**config.mk**
```make
export PLATFORM = sky130hd
export DESIGN_NAME = wb_rr_arbiter_flat
export DESIGN_NICKNAME = d
export VERILOG_FILES = /design/src/rtl/wb_pkg.sv /design/src/rtl/wb_rr_arbiter_if.sv /design/src/rtl/wb_rr_arbiter_rr_picker.sv /design/src/rtl/wb_rr_arbiter.sv /design/src/flat_wrapper.sv
export SDC_FILE = /design/constraint.sdc
export NUM_CORES = 1
export LEC_CHECK = 0
export CAP_MARGIN = 10
export CORE_AREA = 3 3 141 143
export CTS_BUF_LIST = sky130_fd_sc_hd__clkbuf_4
export CTS_CLUSTER_DIAMETER = 40
export CTS_CLUSTER_SIZE = 40
export DETAILED_ROUTE_END_ITERATION = 12
export DIE_AREA = 0 0 144 146
export PLACE_DENSITY_LB_ADDON = 0.3
export SYNTH_ARGS = -nofsm -noshare
export SYNTH_HDL_FRONTEND = slang
export SYNTH_SLANG_ARGS = --single-unit
```
**constraint.sdc**
```tcl
create_clock -name clk -period 1.4 [get_ports clk]
set_input_delay 0.35 -clock clk [delete_from_list [all_inputs] [get_ports clk]]
set_output_delay 0.35 -clock clk [all_outputs]
set_load 0.05 [all_outputs]
```
**src/rtl/wb_pkg.sv**
```systemverilog
// Shared Wishbone definitions for the shared-bus arbiter and crossbar blocks.
//   arb_state_e : arbiter state (IDLE: bus free, GRANT: one master owns it)
//   WB_ADDR_W   : default address width
//   WB_DATA_W   : default data width
package wb_pkg;

  typedef enum logic {
    IDLE  = 1'b0,
    GRANT = 1'b1
  } arb_state_e;

  localparam int WB_ADDR_W = 32;
  localparam int WB_DATA_W = 32;

endpackage

```
**src/rtl/wb_rr_arbiter_if.sv**
```systemverilog
// Bundle of every bus signal around the round-robin arbiter. The names are
// seen from the arbiter: _i enters the arbiter and _o leaves it.
//   m_* : N_MASTER requesting masters, packed with master 0 in the LSBs
//   s_* : the single shared slave
//   gnt : one-hot current grant (all zero when idle)
// Modports:
//   slave  : the arbiter (slave to the masters, it drives the slave bus)
//   master : the environment (requesting masters plus the slave model)
interface wb_rr_arbiter_if #(
  parameter int N_MASTER = 3,
  parameter int ADDR_W   = wb_pkg::WB_ADDR_W,
  parameter int DATA_W   = wb_pkg::WB_DATA_W
);

  logic [N_MASTER-1:0]          m_cyc_i;
  logic [N_MASTER-1:0]          m_stb_i;
  logic [N_MASTER-1:0]          m_we_i;
  logic [N_MASTER*DATA_W/8-1:0] m_sel_i;
  logic [N_MASTER*ADDR_W-1:0]   m_adr_i;
  logic [N_MASTER*DATA_W-1:0]   m_dat_i;
  logic [DATA_W-1:0]            m_dat_o;
  logic [N_MASTER-1:0]          m_ack_o;
  logic [N_MASTER-1:0]          m_err_o;

  logic                         s_cyc_o;
  logic                         s_stb_o;
  logic                         s_we_o;
  logic [DATA_W/8-1:0]          s_sel_o;
  logic [ADDR_W-1:0]            s_adr_o;
  logic [DATA_W-1:0]            s_dat_o;
  logic [DATA_W-1:0]            s_dat_i;
  logic                         s_ack_i;
  logic                         s_err_i;

  logic [N_MASTER-1:0]          gnt_o;

  modport slave (
    input  m_cyc_i, m_stb_i, m_we_i, m_sel_i, m_adr_i, m_dat_i,
    output m_dat_o, m_ack_o, m_err_o,
    output s_cyc_o, s_stb_o, s_we_o, s_sel_o, s_adr_o, s_dat_o,
    input  s_dat_i, s_ack_i, s_err_i,
    output gnt_o
  );

  modport master (
    output m_cyc_i, m_stb_i, m_we_i, m_sel_i, m_adr_i, m_dat_i,
    input  m_dat_o, m_ack_o, m_err_o,
    input  s_cyc_o, s_stb_o, s_we_o, s_sel_o, s_adr_o, s_dat_o,
    output s_dat_i, s_ack_i, s_err_i,
    input  gnt_o
  );

endinterface

```
**src/rtl/wb_rr_arbiter_rr_picker.sv**
```systemverilog
// rr_picker: combinational round-robin winner selection.
//   req_i : request vector
//   ptr_i : index holding highest priority this round
//   gnt_o : one-hot winner, the first request found at or above ptr_i,
//           wrapping from N-1 back to 0; all zero when nothing is requested
module rr_picker #(
  parameter int N  = 3,
  parameter int PW = (N > 1) ? $clog2(N) : 1
) (
  input  logic [N-1:0]  req_i,
  input  logic [PW-1:0] ptr_i,
  output logic [N-1:0]  gnt_o
);

  int   idx;
  logic found;

  always_comb begin
    gnt_o = '0;
    found = 1'b0;
    idx   = 0;
    for (int k = 0; k < N; k++) begin
      idx = (int'(ptr_i) + k) % N;
      if (!found && req_i[idx]) begin
        gnt_o[idx] = 1'b1;
        found      = 1'b1;
      end
    end
  end

endmodule

```
**src/rtl/wb_rr_arbiter.sv**
```systemverilog
// wb_rr_arbiter: round-robin arbiter sharing one Wishbone slave among
// N_MASTER masters. A grant lasts for as long as the owner holds CYC, so
// multi-beat and read-modify-write sequences are never interleaved.
// Ports:
//   clk    : system clock
//   rstn_i : asynchronous active-low reset
//   bus    : wb_rr_arbiter_if.slave carrying the master, slave and grant signals
// Optional build macro WB_ARB_TIMEOUT_EN adds a watchdog: after TIMEOUT
// cycles of unanswered STB the owner gets a one-cycle ERR and loses the bus.
module wb_rr_arbiter
  import wb_pkg::*;
#(
  parameter int N_MASTER = 3,
  parameter int ADDR_W   = WB_ADDR_W,
  parameter int DATA_W   = WB_DATA_W,
  parameter int TIMEOUT  = 255
) (
  input  logic             clk,
  input  logic             rstn_i,
  wb_rr_arbiter_if.slave   bus
);

  localparam int PW = $clog2(N_MASTER);
  localparam int SW = DATA_W / 8;

  arb_state_e          state_q, state_d;
  logic [N_MASTER-1:0] gnt_q, gnt_d;
  logic [PW-1:0]       ptr_q, ptr_d;
  logic [N_MASTER-1:0] pick;
  logic [PW-1:0]       gidx;
  logic                granted_cyc;
  logic                granted_stb;
  logic                timeout_hit;

  rr_picker #(.N(N_MASTER), .PW(PW)) u_picker (
    .req_i (bus.m_cyc_i),
    .ptr_i (ptr_q),
    .gnt_o (pick)
  );

  // Binary index of the current owner, used to advance the pointer.
  always_comb begin
    gidx = '0;
    for (int i = 0; i < N_MASTER; i++) begin
      if (gnt_q[i]) gidx = PW'(i);
    end
  end

  assign granted_cyc = |(bus.m_cyc_i & gnt_q);
  assign granted_stb = |(bus.m_stb_i & gnt_q);

  always_comb begin
    state_d = state_q;
    gnt_d   = gnt_q;
    ptr_d   = ptr_q;
    case (state_q)
      IDLE: begin
        if (|bus.m_cyc_i) begin
          gnt_d   = pick;
          state_d = GRANT;
        end
      end
      GRANT: begin
        // Releasing straight to IDLE guarantees one idle cycle between owners.
        if (!granted_cyc || timeout_hit) begin
          gnt_d   = '0;
          ptr_d   = (gidx == PW'(N_MASTER - 1)) ? '0 : gidx + 1'b1;
          state_d = IDLE;
        end
      end
      default: state_d = IDLE;
    endcase
  end

  always_ff @(posedge clk or negedge rstn_i) begin
    if (!rstn_i) begin
      state_q <= IDLE;
      gnt_q   <= '0;
      ptr_q   <= '0;
    end else begin
      state_q <= state_d;
      gnt_q   <= gnt_d;
      ptr_q   <= ptr_d;
    end
  end

`ifdef WB_ARB_TIMEOUT_EN
  localparam int CW = $clog2(TIMEOUT + 1);
  logic [CW-1:0] cnt_q, cnt_d;

  assign timeout_hit = (state_q == GRANT) && (cnt_q == CW'(TIMEOUT));

  // s_stb_o is forced low on the hit cycle, so the count never passes TIMEOUT.
  always_comb begin
    cnt_d = cnt_q;
    if (bus.s_ack_i || bus.s_err_i || (gnt_d != gnt_q)) begin
      cnt_d = '0;
    end else if ((state_q == GRANT) && bus.s_stb_o) begin
      cnt_d = cnt_q + 1'b1;
    end
  end

  always_ff @(posedge clk or negedge rstn_i) begin
    if (!rstn_i) cnt_q <= '0;
    else         cnt_q <= cnt_d;
  end
`else
  assign timeout_hit = 1'b0;
`endif

  // Slave-side mux; everything reads zero while no grant is held.
  always_comb begin
    bus.s_we_o  = 1'b0;
    bus.s_sel_o = '0;
    bus.s_adr_o = '0;
    bus.s_dat_o = '0;
    for (int i = 0; i < N_MASTER; i++) begin
      if (gnt_q[i]) begin
        bus.s_we_o  = bus.m_we_i[i];
        bus.s_sel_o = bus.m_sel_i[i*SW +: SW];
        bus.s_adr_o = bus.m_adr_i[i*ADDR_W +: ADDR_W];
        bus.s_dat_o = bus.m_dat_i[i*DATA_W +: DATA_W];
      end
    end
  end

  assign bus.s_cyc_o = granted_cyc & ~timeout_hit;
  assign bus.s_stb_o = granted_stb & ~timeout_hit;
  assign bus.m_dat_o = bus.s_dat_i;
  assign bus.gnt_o   = gnt_q;

  // Responses reach only the owner; gnt_q is zero in IDLE, so stray
  // slave responses are dropped.
  generate
    for (genvar gi = 0; gi < N_MASTER; gi++) begin : g_resp
      assign bus.m_ack_o[gi] = gnt_q[gi] & bus.s_ack_i & ~timeout_hit;
      assign bus.m_err_o[gi] = gnt_q[gi] & (bus.s_err_i | timeout_hit);
    end
  endgenerate

endmodule

```
**src/flat_wrapper.sv**
```systemverilog
// flat-port wrapper written by rule: the top's interface ports become plain ports
module wb_rr_arbiter_flat import wb_pkg::*;
#(
  parameter int N_MASTER = 3,
  parameter int ADDR_W   = WB_ADDR_W,
  parameter int DATA_W   = WB_DATA_W,
  parameter int TIMEOUT  = 255
)
  (clk, rstn_i, bus_m_cyc_i, bus_m_stb_i, bus_m_we_i, bus_m_sel_i, bus_m_adr_i, bus_m_dat_i, bus_m_dat_o, bus_m_ack_o, bus_m_err_o, bus_s_cyc_o, bus_s_stb_o, bus_s_we_o, bus_s_sel_o, bus_s_adr_o, bus_s_dat_o, bus_s_dat_i, bus_s_ack_i, bus_s_err_i, bus_gnt_o);
  wb_rr_arbiter_if #(.N_MASTER(N_MASTER), .ADDR_W(ADDR_W), .DATA_W(DATA_W)) bus_i ();
  input  logic clk;
  input  logic rstn_i;
  input wire logic [$bits(bus_i.m_cyc_i)-1:0] bus_m_cyc_i;
  input wire logic [$bits(bus_i.m_stb_i)-1:0] bus_m_stb_i;
  input wire logic [$bits(bus_i.m_we_i)-1:0] bus_m_we_i;
  input wire logic [$bits(bus_i.m_sel_i)-1:0] bus_m_sel_i;
  input wire logic [$bits(bus_i.m_adr_i)-1:0] bus_m_adr_i;
  input wire logic [$bits(bus_i.m_dat_i)-1:0] bus_m_dat_i;
  output wire logic [$bits(bus_i.m_dat_o)-1:0] bus_m_dat_o;
  output wire logic [$bits(bus_i.m_ack_o)-1:0] bus_m_ack_o;
  output wire logic [$bits(bus_i.m_err_o)-1:0] bus_m_err_o;
  output wire logic [$bits(bus_i.s_cyc_o)-1:0] bus_s_cyc_o;
  output wire logic [$bits(bus_i.s_stb_o)-1:0] bus_s_stb_o;
  output wire logic [$bits(bus_i.s_we_o)-1:0] bus_s_we_o;
  output wire logic [$bits(bus_i.s_sel_o)-1:0] bus_s_sel_o;
  output wire logic [$bits(bus_i.s_adr_o)-1:0] bus_s_adr_o;
  output wire logic [$bits(bus_i.s_dat_o)-1:0] bus_s_dat_o;
  input wire logic [$bits(bus_i.s_dat_i)-1:0] bus_s_dat_i;
  input wire logic [$bits(bus_i.s_ack_i)-1:0] bus_s_ack_i;
  input wire logic [$bits(bus_i.s_err_i)-1:0] bus_s_err_i;
  output wire logic [$bits(bus_i.gnt_o)-1:0] bus_gnt_o;
  assign bus_i.m_cyc_i = bus_m_cyc_i;
  assign bus_i.m_stb_i = bus_m_stb_i;
  assign bus_i.m_we_i = bus_m_we_i;
  assign bus_i.m_sel_i = bus_m_sel_i;
  assign bus_i.m_adr_i = bus_m_adr_i;
  assign bus_i.m_dat_i = bus_m_dat_i;
  assign bus_m_dat_o = bus_i.m_dat_o;
  assign bus_m_ack_o = bus_i.m_ack_o;
  assign bus_m_err_o = bus_i.m_err_o;
  assign bus_s_cyc_o = bus_i.s_cyc_o;
  assign bus_s_stb_o = bus_i.s_stb_o;
  assign bus_s_we_o = bus_i.s_we_o;
  assign bus_s_sel_o = bus_i.s_sel_o;
  assign bus_s_adr_o = bus_i.s_adr_o;
  assign bus_s_dat_o = bus_i.s_dat_o;
  assign bus_i.s_dat_i = bus_s_dat_i;
  assign bus_i.s_ack_i = bus_s_ack_i;
  assign bus_i.s_err_i = bus_s_err_i;
  assign bus_gnt_o = bus_i.gnt_o;
  wb_rr_arbiter #(.N_MASTER(N_MASTER), .ADDR_W(ADDR_W), .DATA_W(DATA_W), .TIMEOUT(TIMEOUT)) u_core (.clk(clk), .rstn_i(rstn_i), .bus(bus_i));
endmodule
```
# Word level (Yosys, flattened, before mapping)
# Index checks and enable logic that the tools add are counted.
# op_classes
magnitude_cmp,6
multipliers,0
muxes,41
div_mod_pow,3
n_eq_ne,3
shifts,0
n_bitwise,12
n_reduce_logical,12
addsub,3
# op_table
cell,count
32-bit 2-to-1 mux,6
32-bit by 1-bit >= comparator with 1-bit output (second input constant),3
32-bit by 4-bit less-than comparator with 1-bit output (second input constant),3
32-bit by 3-bit remainder unit with 32-bit output (second input constant),2
3-bit by 3-bit remainder unit with 32-bit output (second input constant),1
1-bit 2-to-1 mux,17
3-bit 2-to-1 mux,5
4-bit 2-to-1 mux,3
3-bit OR reduction,3
1-bit bitwise AND,6
3-bit bitwise AND,2
1-bit binary-select mux with 2-bit select,3
1-bit demux with 2-bit select,3
3-bit bitwise OR,2
3-bit one-hot mux with 2 select lines,1
1-bit logical AND,5
2-bit 2-to-1 mux,2
2-bit AND reduction,2
2-bit by 1-bit adder with 3-bit output (second input constant),1
2-bit by 2-bit adder with 3-bit output (second input constant),1
2-bit by 1-bit adder with 2-bit output (second input constant),1
2-bit == test (second input constant),1
1-bit zero test,2
2-bit by 1-bit != test with 1-bit output (second input constant),1
3 further kinds,4
# totals
mem_count,0
word_cells,83
regBits,6
latch_bits,0
in_bits,249
ram_bits,0
output_inout_bits,112
romBits,0

# Logic depth before layout (Yosys ltp)
# Gate-level depths: netlist of run 1.
# logic_depth
depth_word,13
depth_mapped,7
ltp_nobuf,7

# Hierarchy
# From an unflattened synthesis of run 1, not the netlist that was laid out.
# hier_totals
hier_cells,344
area_unflattened_um2,2157.1
# modules_own_cells
module,seq_area_each_um2,n_inst,cells_each,area_each_um2
wb_rr_arbiter,150.1,1,309,1891.8
rr_picker,0.0,1,35,265.3

# Worst setup path before layout of run 1
# Ideal clock, no wire load.
# synth_path
path_type,register to output
start,register u_core.gnt_q[1] (netlist: u_core.bus.gnt_o[1])
end,output port bus_s_dat_o[18]
path_stages_with_launch,6
arrival_ps,2520
n_path_buf,3
setup_slack_ps,-1470
t_required_ps,1050
cell_sequence,dfrtp_1 clkbuf_2 buf_2 clkbuf_1 a22oi_1 o21ai_0
# synth_via
elab_chain_cells,2
# synth_lines
element,line,source
from (decl),wb_rr_arbiter.sv:27,"logic [N_MASTER-1:0] gnt_q, gnt_d;"
from (signal assigned),wb_rr_arbiter.sv:82,gnt_q <= gnt_d;
32-bit 2-to-1 mux (2 in a row),wb_rr_arbiter.sv:118,if (gnt_q[i]) begin
to (decl),flat_wrapper.sv:27,output wire logic [$bits(bus_i.s_dat_o)-1:0] bus_s_dat_o;
# No other way between the ends.

# Final worst setup path of run 1
# layout_path
start,register u_core.gnt_q[1] (netlist: u_core.bus.gnt_o[1])
end,output port bus_s_adr_o[24]
# layout_via
elab_chain_cells,2
# layout_lines
element,line,source
32-bit 2-to-1 mux (2 in a row),wb_rr_arbiter.sv:118,
to (decl),flat_wrapper.sv:26,output wire logic [$bits(bus_i.s_adr_o)-1:0] bus_s_adr_o;
# No other way between the ends.

==> results of run 1 <==
==> cells in the final DEF (no fill, tap or decap), types with 6 or more instances in the layout <==
master | netlist | final
clkdlybuf4s50_1 | 0 | 214
buf_12 | 0 | 95
o21ai_4 | 0 | 69
nand2_1 | 76 | 64
a22oi_1 | 68 | 36
a22oi_2 | 0 | 32
buf_4 | 35 | 31
nand2_2 | 1 | 12
buf_6 | 1 | 9
and2_4 | 0 | 6
==> flip-flops by register name, indices dropped and copies added, names as in the netlist <==
register	cells
u_core.bus.gnt_o	3
u_core.ptr_q	2
u_core.state_q	1
==> timing repair <==
item	in CTS	in global routing
setup endpoints to repair	84	85
resized for setup	34	43
pin swaps	5	3
buffers inserted	6	7
gates cloned	2	1
==> worst reg2reg max path: stages, from the launching register on <==
cell	delay [ns]
dfrtp_2	0.43
buf_4	0.19
a222oi_1	0.32
buf_4	0.17
buf_4	0.09
buf_4	0.11
nand2_4	0.07
a21oi_2	0.13
a31oi_1	0.05
==> routing by layer <==
layer | share of wire | routed length, um | vias up
met5 | 0 | 0 | -
met4 | 0.020 | 293 | 0
met3 | 0.073 | 1070 | 30
met2 | 0.56 | 8170 | 185
met1 | 0.35 | 5170 | 1717
li1 | - | - | 1785
==> cells by family after synthesis <==
logic type | after synthesis
AO/OA/AOI/OAI | 154
adder cells (fa/ha/maj) | 4
buffers and inverters | 71
flip-flops | 6
multiplexers | 6
AND/OR/NAND/NOR | 96
==> final cells by class <==
| type | count | area share |
|---|---|---|
| repair buffers | 355 | 0.596 |
| flip-flops and latches | 6 | 0.0210 |
| multi-input cells | 260 | 0.337 |
| well taps | 234 | 0.0390 |
| inverters | 5 | 0.00250 |
| clock buffers | 4 | 0.00400 |
==> Yosys cell counts (all sizes together) <==
library cell,number,area share
ha,4,0.024
a22oi,68,0.25
mux2,1,0.0055
o32ai,1,0.0043
nor2b,2,0.0061
o21a,1,0.0036
nand2b,3,0.0091
a222oi,2,0.0097
a21oi,5,0.012
nand3b,3,0.011
nor2,2,0.0036
inv,5,0.0091
clkbuf,20,0.037
o21ai,72,0.18
buf,46,0.16
nor3,1,0.0024
dfrtp,6,0.073
o211ai,1,0.0036
mux2i,5,0.024
nand3,2,0.0049
o31ai,2,0.0097
nand2,77,0.14
a31oi,2,0.0061
and2,6,0.018
==> metrics by stage <==
stage	hold WS (ns)	setup TNS, ns
5_1_grt	0.365	-45.16
6_report	0.344	-39.24
4_1_cts	0.350	-40.36
2_1_floorplan	0.0544	-35.95
3_3_place_gp	0.516	-20.41
3_5_place_dp	0.514	-21.16
==> worst paths after layout <==
check	from	to	slack, ns	cells after the start
setup / recovery	u_core.bus.gnt_o[1]	bus_s_adr_o[24]	-0.58	6
hold / removal	rstn_i	u_core.ptr_q[1]	0.34	1
setup reg to reg	u_core.bus.gnt_o[1]	u_core.bus.gnt_o[1]	-0.31	8
hold reg to reg	u_core.state_q	u_core.state_q	0.56	1
max in group asynchronous	rstn_i	u_core.bus.gnt_o[2]	0.81	1
min in group clk	u_core.state_q	u_core.state_q	0.56	1
==> power by group through the flow <==
stage	logic, mW	clock network (mW)	registers, mW
CTS	17.7	0.205	0.416
global placement	16.9	0	0.370
finish	18.0	0.199	0.401
detailed placement	17.1	0	0.370
global route	18.7	0.218	0.412
floorplan	9.28	0	0.464
==> metrics.md, run 1 <==
| Metric | Value |
|---|---|
| Outcome | complete, but fails checks |
| Failing checks | negative setup slack |
| Total Power | around 19 mW |
| Area of the multi-input gates | around 2500 sq um |
| Met2 Track Usage GR | 0.247 |
| DIE AREA | between 20,000 and 25,000 sq um |
| M1 GR Usage | 0.137 |
| Util after Layout | 0.401 |
| Global-route wire length before repair | approximately 21 mm |
| Nets | approximately 880 |
| Leakage | about 2.7 nW |
| VDD IR max | around 1100 uV |
| Pwr per Cell Area | 2480 nW/um^2 |
| Sequential share of the synthesized area | 0.0729 |
| CTS Hold Bufs | 0 |
| DP Worst Slack | -0.418 ns |
| Sw Pwr | between 9 and 10 mW |
| Final Max Slew Viols | 0 |
| Synthesized area | between 2000 and 2500 sq um |
| Reg power frac | 0.022 |
| Worst slew margin | 0.736 |
| Worst-path cell chain | nor2b_4 > buf_12 > buf_12 > a22oi_2 > o21ai_4 > buf_12 |
| Post-placement cell area | slightly above 7000 sq um |
| Average cell area after synthesis | around 6 sq um |
| DP HPWL | about 12 mm |
| RSZ-0062 raised after global routing | yes |
| Vert. Die Dim | 146 um |
| Post-layout instance area | around 7500 sq um |
| Critical Path AT | 1.63 ns |
| GRT overflow | 0 |
| Crit path capture type | output pin |
| Ports | around 360 |
| FF/Latch Area | approximately 160 sq um |
| CP most frequent cell | buf_12 |
| Vias in the first global route | about 4,000 |
| Fmax | 0.505 GHz |
| Routed vias | approximately 3,700 |
| Library cells used by synthesis | 30 |
| Total Routed Length | between 10 and 15 mm |
| Fin worst setup slack | -0.582 ns |
| Placer Congestion | 0.853 |
| Largest net degree at the start of global routing | 35 |
| Final min period | around 2.0 ns |
| # rows | 50 |
| Clock share of power | 0.011 |
| Largest family of logic cells by synthesized area | compound AO/OA/AOI/OAI gates |
| Synth Area in XOR/XNOR | 0 |
| Vias per cell | 4.30 |
| Per-cell routed wire length | between 15 and 20 um |
| DRC | 0 |
| Measured slew at the worst slew-check pin | approximately 0.4 ns |
| Crit path buf inv count | 3 |
| Synth Net Count | 590 |
| Non-Filler Instances | 864 |
| Fillers | between 1,500 and 2,000 |
| Htree depth | 1 |
| GRT busiest layer | met2 |
| Pre-Repair DR Iteration Count | 5 |
| CTS Sinks | 6 |
| Flops & latches, synth | 6 |
| Antenna-violating nets left | 0 |
| Skew final | about 0.0010 ns |
| Core ar. | approximately 19,000 sq um |
| Port Buffer Count | around 300 |
| Yosys warnings | 0 |
| Number of setup violations in the final report | 85 |
| CTS tree | yes |
| Worst EP required | approximately 1.1 ns |
| GR Layer Usage met3 | 0.0233 |
| Synth Area in Simple Gates | 0.197 |
| Slowest CP cell | dfrtp_2 |
| Clock Path Buffers | 2 |
| Post-synthesis compound-gate area fraction | 0.472 |
| DRT iter0 DRCs | approximately 140 |
| Clk_lat worst skew | approximately 0.25 ns |
| Critical path type | flop to output pin |
| Layout cells sized above 1 | 0.444 |
| Layout Area Growth over Synthesis | 265% |
| Switching share of power | 0.524 |
| Cts bufs inserted | 3 |
| Portion of netlist area occupied by mux cells | 0.0298 |
| Hold violation total from the final report | 0 |
| Worst Path Max Fanout | 22 |
| Max-Cap Viols | 0 |
| Crit share post-route | 1.42 |
| Worst stage delay on the critical path | ~0.43 ns |
| Placed cells | 847 |
| Antenna cells | 0 |
| Startpoint Class | flop |
| Die span in x | around 140 um |
| Reg clk slew, reported paths | ~0.050 ns |
| HP Class | primary input to async pin |
| Gr usage total | 0.126 |
| Worst path top cell family by delay | buffers and inverters |
| Synth Area in Adders | 0.0243 |
| Internal power | roughly 8.8 mW |
| Initial Utilization | 0.110 |
| Clock root buffer | clkbuf_4 |
| Mapped Cells | between 300 and 400 |
| Comb pwr share | 0.968 |
| Initial antenna violation count | 0 |
No activity file was read; power rests on OpenSTA's default activity.
==> run 2, diff against run 1 <==
CTS_BUF_LIST = sky130_fd_sc_hd__clkbuf_2   (was sky130_fd_sc_hd__clkbuf_4)
==> metrics.md, run 2 (synthesis results as in run 1) <==
| Metric | Value |
|---|---|
| Worst Path Max Fanout | 22 (unchanged) |
| Critical Path AT | 1.62 ns (was 1.63 ns) |
| Worst EP required | 1.05 ns (about the same) |
| CTS Hold Bufs | 0 (unchanged) |
| Post-layout instance area | 7500 sq um (was 7510 sq um) |
| Critical path type | flop to output pin (unchanged) |
| Ports | 361 (unchanged) |
| Die span in x | 144 um (unchanged) |
| Max-Cap Viols | 0 (unchanged) |
| Cts bufs inserted | 3 (unchanged) |
| RSZ-0062 raised after global routing | yes (unchanged) |
| Gr usage total | 0.126 (unchanged) |
| Post-placement cell area | 7040 sq um (unchanged) |
| Port Buffer Count | 296 (unchanged) |
| Htree depth | 1 (unchanged) |
| Nets | 884 (unchanged) |
| DRC | 0 (unchanged) |
| GRT overflow | 0 (unchanged) |
| WHS | 0.358 ns (was 0.344 ns) |
| Skew final | 0.000865 ns (was 0.00101 ns) |
| Routed vias | 3,716 (was 3,717) |
| Measured slew at the worst slew-check pin | 0.388 ns (was 0.394 ns) |
| Worst R2R Start | u_core.bus.gnt_o[1] (unchanged) |
| Worst slew margin | 0.740 (was 0.736) |
| Leakage | 2.73 nW (about the same) |
| Hold violation total from the final report | 0 (unchanged) |
| Fmax | 0.508 GHz (was 0.505 GHz) |
| Per-cell routed wire length | 17.0 um (about the same) |
| Clock root buffer | clkbuf_2 (was clkbuf_4) |
| RR Endpoint | u_core.bus.gnt_o[1] (unchanged) |
| HP Class | primary input to async pin (unchanged) |
| Largest net degree at the start of global routing | 35 (unchanged) |
| Crit share post-route | 1.41 (was 1.42) |
| Vias in the first global route | 4,045 (unchanged) |
| Worst Reg-to-Reg Cells | 8 (unchanged) |
| Pre-Repair DR Iteration Count | 5 (unchanged) |
| Outcome | complete, but fails checks (unchanged) |
| Commonest cells after routing, fill and taps aside | clkdlybuf4s50_1 (214), buf_12 (95), o21ai_4 (69), nand2_1 (64), a22oi_1 (36) (unchanged) |
| Core ar. | 18,700 sq um (unchanged) |
| Pwr per Cell Area | 2470 nW/um^2 (was 2480 nW/um^2) |
| R2R setup slack | -0.31 ns (about the same) |
| Clock Path Buffers | 2 (unchanged) |
| Final Max Slew Viols | 0 (unchanged) |
| Clk_lat worst skew | 0.23 ns (was 0.25 ns) |
| Initial Utilization | 0.110 (unchanged) |
| DP HPWL | 12.2 mm (unchanged) |
| Antenna cells | 0 (unchanged) |
| CTS Sinks | 6 (unchanged) |
| Placer Congestion | 0.853 (unchanged) |
| FF/Latch Area | 158 sq um (unchanged) |
| Global-route wire length before repair | 21.3 mm (unchanged) |
| Layout cells sized above 1 | 0.444 (unchanged) |
| Vias per cell | 4.30 (about the same) |
| CTS tree | yes (unchanged) |
| Area of the multi-input gates | 2530 sq um (unchanged) |
| Final min period | 1.97 ns (was 1.98 ns) |
| Max reg flops | 3 (unchanged) |
| Layout Area Growth over Synthesis | 264% (was 265%) |
| Total Power | 18.5 mW (was 18.6 mW) |
| Number of setup violations in the final report | 85 (unchanged) |
| VDD IR max | 1130 uV (about the same) |
| # rows | 50 (unchanged) |
| DIE AREA | 21,000 sq um (unchanged) |
| Total Routed Length | 14.7 mm (about the same) |
| Most common cell after layout, fill and taps aside | clkdlybuf4s50_1 (unchanged) |
| Antenna-violating nets left | 0 (unchanged) |
| Fillers | 1,787 (unchanged) |
| Fin worst setup slack | -0.569 ns (was -0.582 ns) |
| Startpoint Class | flop (unchanged) |
| Initial antenna violation count | 0 (unchanged) |
| DRT iter0 DRCs | 136 (unchanged) |
| Vert. Die Dim | 146 um (unchanged) |
| Crit path capture type | output pin (unchanged) |
| Reg clk slew, reported paths | 0.07 ns (was 0.05 ns) |
| Failing checks | negative setup slack (unchanged) |
| DP Worst Slack | -0.418 ns (unchanged) |
-- run 2: cell counts in the layout (fill, tap and decap cells not counted) --
No cell type changed its count.
-- run 2: per-stage QoR --
step / instances / setup TNS [ns] / util
after floorplan: 337 / -35.95 / -
after global placement: 847 / -20.41 / 0.376
after detailed placement: 847 / -21.16 / 0.376
after CTS: 859 / -39.81 / 0.390
after global routing: 864 / -45.15 / 0.401
final: 864 / -38.35 / 0.401
-- run 2: layer usage --
metal / routed length (um) / GRT usage
met1: 5180 / 0.137
met2: 8170 / 0.247
met3: 1070 / 0.0233
met4: 293 / 0.0231
met5: 0 / 0
-- run 2: power by group --
group          switching, mW  internal (mW)  total (mW)  leakage (nW)
Sequential             0.132          0.270       0.402        0.0695
Clock                 0.0715         0.0758       0.147        0.0166
Combinational           9.55           8.45        18.0          2.64
-- run 2: worst max-delay path, cell delays in order (launching register included) --
cell and delay (ns):
dfrtp_2 0.43, nor2b_4 0.18, buf_12 0.20, buf_12 0.15, a22oi_2 0.07, o21ai_4 0.17, buf_12 0.16
-- run 2: repair_timing --
action / 4_1_cts / 5_1_grt
endpoints found under the setup margin: 84 / 85
pin swaps: 5 / 3
cloned: 2 / 1
setup buffers: 6 / 7
resized for setup: 34 / 43
-- run 2: layout make-up --
| class | instances | share of cell area |
|---|---|---|
| Sequential cell | 6 | 0.0210 |
| Multi-Input combinational cell | 260 | 0.338 |
| Tap cell | 234 | 0.0390 |
| Timing Repair Buffer | 355 | 0.597 |
| Clock buffer | 4 | 0.00267 |
| Inverter | 5 | 0.00250 |
-- run 2: how the worst max path moves through the flow --
stage / from / end / slack (ns) / cells past startpoint
floorplan: u_core.bus.gnt_o[1] / bus_s_dat_o[17] / -0.52 / 7
global placement: bus_m_cyc_i[1] / bus_s_cyc_o / -0.43 / 5
detailed placement: bus_m_cyc_i[1] / bus_s_cyc_o / -0.42 / 5
CTS: u_core.bus.gnt_o[1] / bus_s_adr_o[24] / -0.59 / 6
global route: u_core.bus.gnt_o[1] / bus_s_adr_o[24] / -0.66 / 6
finish: u_core.bus.gnt_o[1] / bus_s_adr_o[24] / -0.57 / 6
